$ cat src/rtl/pipe_pkg.sv
// Shared types for the elastic pipeline stages: occupancy state and the
// packed payload bundles carried across each pipeline boundary.
package pipe_pkg;

  localparam int PIPE_CNT_W = 2;

  typedef enum logic [1:0] {
    EMPTY = 2'd0,
    ONE   = 2'd1,
    FULL  = 2'd2
  } pipe_state_t;

  typedef struct packed {
    logic [31:0] pc;
    logic [31:0] instr;
  } if_id_t;

  typedef struct packed {
    logic [31:0] pc;
    logic [31:0] rs1_val;
    logic [31:0] rs2_val;
    logic [31:0] imm;
    logic [4:0]  rd;
    logic [3:0]  alu_op;
    logic        mem_rd;
    logic        mem_wr;
    logic        reg_wr;
  } id_ex_t;

  typedef struct packed {
    logic [31:0] alu_res;
    logic [31:0] st_data;
    logic [4:0]  rd;
    logic        mem_rd;
    logic        mem_wr;
    logic        reg_wr;
  } ex_mem_t;

  typedef struct packed {
    logic [31:0] wb_data;
    logic [4:0]  rd;
    logic        reg_wr;
  } mem_wb_t;

endpackage

$ cat src/rtl/pipe_buffer.sv
// Elastic pipeline register: main register drives the output, a skid
// register absorbs one extra payload so in_ready never depends on out_ready.
module pipe_buffer
  import pipe_pkg::*;
#(
  parameter int               WIDTH     = 32,
  parameter logic [WIDTH-1:0] RESET_VAL = '0
) (
  input  logic                  clk_datapath,
  input  logic                  rst_n,
  input  logic                  in_valid,
  output logic                  in_ready,
  input  logic [WIDTH-1:0]      in_data,
  output logic                  out_valid,
  input  logic                  out_ready,
  output logic [WIDTH-1:0]      out_data,
  input  logic                  flush,
  output logic [PIPE_CNT_W-1:0] count
);

  pipe_state_t      state_q, state_d;
  logic [WIDTH-1:0] main_q, main_d;
  logic [WIDTH-1:0] skid_q, skid_d;
  logic             main_vld, skid_vld;
  logic             accept, pop;

  // Valid bits are decoded from occupancy: main is filled first, skid second.
  assign main_vld  = (state_q != EMPTY);
  assign skid_vld  = (state_q == FULL);

  assign in_ready  = !skid_vld && !flush;
  assign out_valid = main_vld;
  assign out_data  = main_q;
  assign accept    = in_valid && in_ready;
  assign pop       = out_valid && out_ready;

  assign count = (state_q == FULL) ? PIPE_CNT_W'(2) :
                 (state_q == ONE)  ? PIPE_CNT_W'(1) : PIPE_CNT_W'(0);

  // Next occupancy and data moves; flush empties the stage but leaves the
  // data registers untouched since their contents are dead once invalid.
  always_comb begin
    state_d = state_q;
    main_d  = main_q;
    skid_d  = skid_q;
    if (flush) begin
      state_d = EMPTY;
    end else begin
      unique case (state_q)
        EMPTY: begin
          if (accept) begin
            state_d = ONE;
            main_d  = in_data;
          end
        end
        ONE: begin
          if (accept && pop) begin
            main_d  = in_data;
          end else if (accept) begin
            state_d = FULL;
            skid_d  = in_data;
          end else if (pop) begin
            state_d = EMPTY;
          end
        end
        FULL: begin
          if (pop) begin
            state_d = ONE;
            main_d  = skid_q;
          end
        end
        default: state_d = EMPTY;
      endcase
    end
  end

  // State and data registers; reset clears the stage without a clock edge.
  always_ff @(posedge clk_datapath or negedge rst_n) begin
    if (!rst_n) begin
      state_q <= EMPTY;
      main_q  <= RESET_VAL;
      skid_q  <= RESET_VAL;
    end else begin
      state_q <= state_d;
      main_q  <= main_d;
      skid_q  <= skid_d;
    end
  end

endmodule

$ cat config.mk
export PLATFORM = sky130hd
export DESIGN_NAME = pipe_buffer
export DESIGN_NICKNAME = d
export VERILOG_FILES = /design/src/rtl/pipe_pkg.sv /design/src/rtl/pipe_buffer.sv
export SDC_FILE = /design/constraint.sdc
export NUM_CORES = 1
export LEC_CHECK = 0
export ABC_AREA = 1
export CAP_MARGIN = 20
export CORE_MARGIN = 5
export CORE_UTILIZATION = 49
export CTS_CLUSTER_DIAMETER = 40
export DETAILED_ROUTE_END_ITERATION = 12
export GPL_TIMING_DRIVEN = 1
export PLACE_DENSITY = 0.79
export SETUP_SLACK_MARGIN = 0.5
export SYNTH_ARGS = -nofsm -noshare
export SYNTH_HDL_FRONTEND = slang
export SYNTH_SLANG_ARGS = --single-unit
$ cat constraint.sdc
create_clock -name clk_datapath -period 1.9 [get_ports clk_datapath]
set_clock_uncertainty 0.15 [all_clocks]
set_input_delay 0.285 -clock clk_datapath [delete_from_list [all_inputs] [get_ports clk_datapath]]
set_output_delay 0.285 -clock clk_datapath [all_outputs]
set_load 0.05 [all_outputs]
==> impl_results.md, run 1 <==
- DR vias/cell: 5.274
- Worst VDD drop: 831.4 uV
- Drt pass-1 iters: 4
- I/O pin total: 73
- # port buffers: a little over 70
- Crit-path cells: inv_2 > nand2_4 > buf_4 > buf_4 > o21ai_0 > nand2_1 > o21ai_0
- Slew headroom: 0.7640
- Leak Pwr: 2.323 nW
- Unique masters post-synth: 19
- Multi-input gate area: 1157 um^2
- Core area: 5956 um^2
- # rows: 28
- Initial drt markers: ~260
- Avg Cell Area, Syn: 8.124 um^2
- Crit share post-route: 0.9095
- Data required, critical path: roughly 2.0 ns
- Largest net degree at the start of global routing: 67
- CP delay by family, top: buffers and inverters
- Delay of the slowest critical-path stage: 0.44 ns
- Initial antenna violation count: 0
- Crit path buf inv count: 3
- Final wirelength: 9021 um
- Crit Path Max Fanout: 36
- Fin crit period: between 1.5 and 2 ns
- Full die area: 7820 um^2
- Detail Route Antenna Nets: 0
- CP Launch Type: register
- Final setup TNS: 0 ns
- Area grow syn2layout: 56.87%
- Synth warn: 0
- Min-delay worst type: in -> async
- Num CTS Buffers: 9
- Worst Tran Pin Value: 0.3540 ns
- First-pass GRT wire length: about 12000 um
- Routed length per instance: 16.37 um
- Register area: 1653 um^2
- Clock buffer depth: 2
- H-tree lvl count: 3
- Ant diodes: 0
- Tot GR Track Use: 0.2018
- Root Driver: clkbuf_8
- PD cells: 1314 nW/um^2
- Vias: 2906
- Crit. End Element: register
- Fin. max-slew vios: 0
- HPWL Detailed: 4440 um
- Synth top area cells: dfrtp_1 (55%), o21ai_0 (14%), nand2_1 (13%)
- CP arrival: around 1.9 ns
- Total of max-cap violations: 0
- Share of the synthesized area in the top cell type: 0.5479
- Clk slew on worst S/H paths: roughly 0.080 ns
- Filler cells: about 380
- Layout Utilization: 0.7939
- Fraction of layout instances using a drive strength above 1: 0.3025
- Residual DRC: 0
- Outcome: finished clean
- Placer Congestion: 0.7404
- RSZ-0062 raised after global routing: true
- Max Fclk: 578.7 MHz
- Setup violators final: 0
- Leading cell type in the layout, fill and taps excluded: nand2_1
- Clock latency on the worst-skew pair: 0.34 ns
- Initial Util: 0.5061
- Clock sink count: 66
- Vias in the first global route: 2676
- Commonest non-fill, non-tap cells in the layout: nand2_1 (81), inv_1 (66), dfrtp_1 (65)
- Fin nets: 508
- Seq/Total Area, Yosys: 0.5479
- Synth Instances: 371
- Grt total ovfl: 0
- Die Y: roughly 90 um
- Die W: 88.43 um
- Final Hold Fails: 0
- Crit path kind: reg -> reg
- CTS tree: yes
- Cell taking the most area after synthesis: dfrtp_1
- Crit path max-delay cell type: dfrtp_2
- Post-Synthesis Net Count: 408
- Flops & latches, synth: 66
- Mapped Area: 3014 um^2
[cell families after synthesis]
group | after synthesis | synth area share
compound gates | 99 | 0.1690
buf+inv | 90 | 0.1324
flops | 66 | 0.5479
simple gates | 116 | 0.1507
[cell usage after synthesis]
cell      number
o21bai_1       1
o21ai_0       85
nor2_1         3
a21oi_4        1
nand2_1      108
a21oi_1        1
nand4_1        1
inv_1         68
nand3_1        1
buf_2          7
dfrtp_1       66
nand3_2        1
o21ai_1       11
nand2_2        1
buf_6          4
inv_2          1
nor3_2         1
clkbuf_1       4
buf_4          6
[stage by stage]
| stage | std cells | total power (W) | instance area [um^2] | hold WS [ns] | worst slack (ns) |
|---|---|---|---|---|---|
| floorplan | 371 | 0.003491 | 3043 | -0.1606 | 0.3920 |
| global route | 551 | 0.006519 | 4728 | 0.3710 | 0.1023 |
| detailed placement | 505 | 0.004177 | 3775 | 0.1836 | 0.03051 |
| finish | 551 | 0.006212 | 4728 | 0.3364 | 0.1719 |
| CTS | 537 | 0.005837 | 4277 | 0.3477 | 0.2626 |
| global placement | 505 | 0.004105 | 3775 | 0.1787 | 0.08425 |
[final cells by class]
class	count	area share
flip-flops and latches	66	0.3496
inverters	69	0.05478
well taps	75	0.01985
repair buffers	110	0.2747
clock buffers	11	0.02990
clock inverters	5	0.02646
multi-input cells	215	0.2448
[worst min-delay path, cell delays in order]
cell and delay [ns]:
dlygate4sd3_1 0.52, buf_2 0.12, buf_12 0.31
[flip-flops by register name, indices dropped and copies added, names as in the netlist]
name / flops
out_data: 32
state_q: 2
skid_q: 32
[metal layers]
metal / track usage / part of all wire / vias to the layer above
met5: 0 / 0 / -
met4: 0.08929 / 0.024 / 0
met3: 0.06052 / 0.071 / 24
met2: 0.3263 / 0.53 / 111
met1: 0.2506 / 0.38 / 1425
li1: - / - / 1346
[report_power, final]
part / switching (W) / total [W] / internal, W / leakage [nW]
Clock: 0.000547 / 0.00159 / 0.00104 / 0.134
Sequential: 0.000250 / 0.00219 / 0.00194 / 0.804
Combinational: 0.00154 / 0.00243 / 0.000896 / 1.39
[worst paths after layout]
| kind | start | endpoint | slack (ns) | depth (start not counted) |
|---|---|---|---|---|
| worst max-delay path | state_q[0] | out_data[20] | 0.17 | 7 |
| worst min register to register | skid_q[10] | skid_q[10] | 0.37 | 2 |
| min in group clk_datapath | in_data[27] | skid_q[27] | 0.36 | 3 |
| max in group asynchronous | rst_n | out_data[0] | 0.98 | 3 |
| worst min-delay path | rst_n | out_data[24] | 0.34 | 3 |
| worst max register to register | state_q[0] | out_data[20] | 0.17 | 7 |
[what timing repair did]
action | 4_1_cts | 5_1_grt
hold endpoints to repair | 66 | 0
cloned | 3 | 8
hold buffers | 1 | 0
gates resized for setup | 16 | 89
endpoints found under the setup margin | 70 | 83
setup buffers | 12 | 6
pin swaps | 2 | 5
No activity file was read; power rests on OpenSTA's default activity.
==> run 2, diff against run 1 <==
--- a/config.mk
+++ b/config.mk
@@ -6,6 +6,7 @@
 export NUM_CORES = 1
 export LEC_CHECK = 0
 export ABC_AREA = 1
+export ABC_CLOCK_PERIOD_IN_PS = 1900
 export CAP_MARGIN = 20
 export CORE_MARGIN = 5
 export CORE_UTILIZATION = 49
==> results of run 2 <==
Final layout, timing and power as in run 1 (identical DEF).
==> run 3, diff against run 2 <==
--- a/config.mk
+++ b/config.mk
@@ -15,6 +15,7 @@
 export GPL_TIMING_DRIVEN = 1
 export PLACE_DENSITY = 0.79
 export SETUP_SLACK_MARGIN = 0.5
+export SLEW_MARGIN = 20
 export SYNTH_ARGS = -nofsm -noshare
 export SYNTH_HDL_FRONTEND = slang
 export SYNTH_SLANG_ARGS = --single-unit
==> results of run 3 <==
Final layout, timing and power as in run 1 (identical DEF).
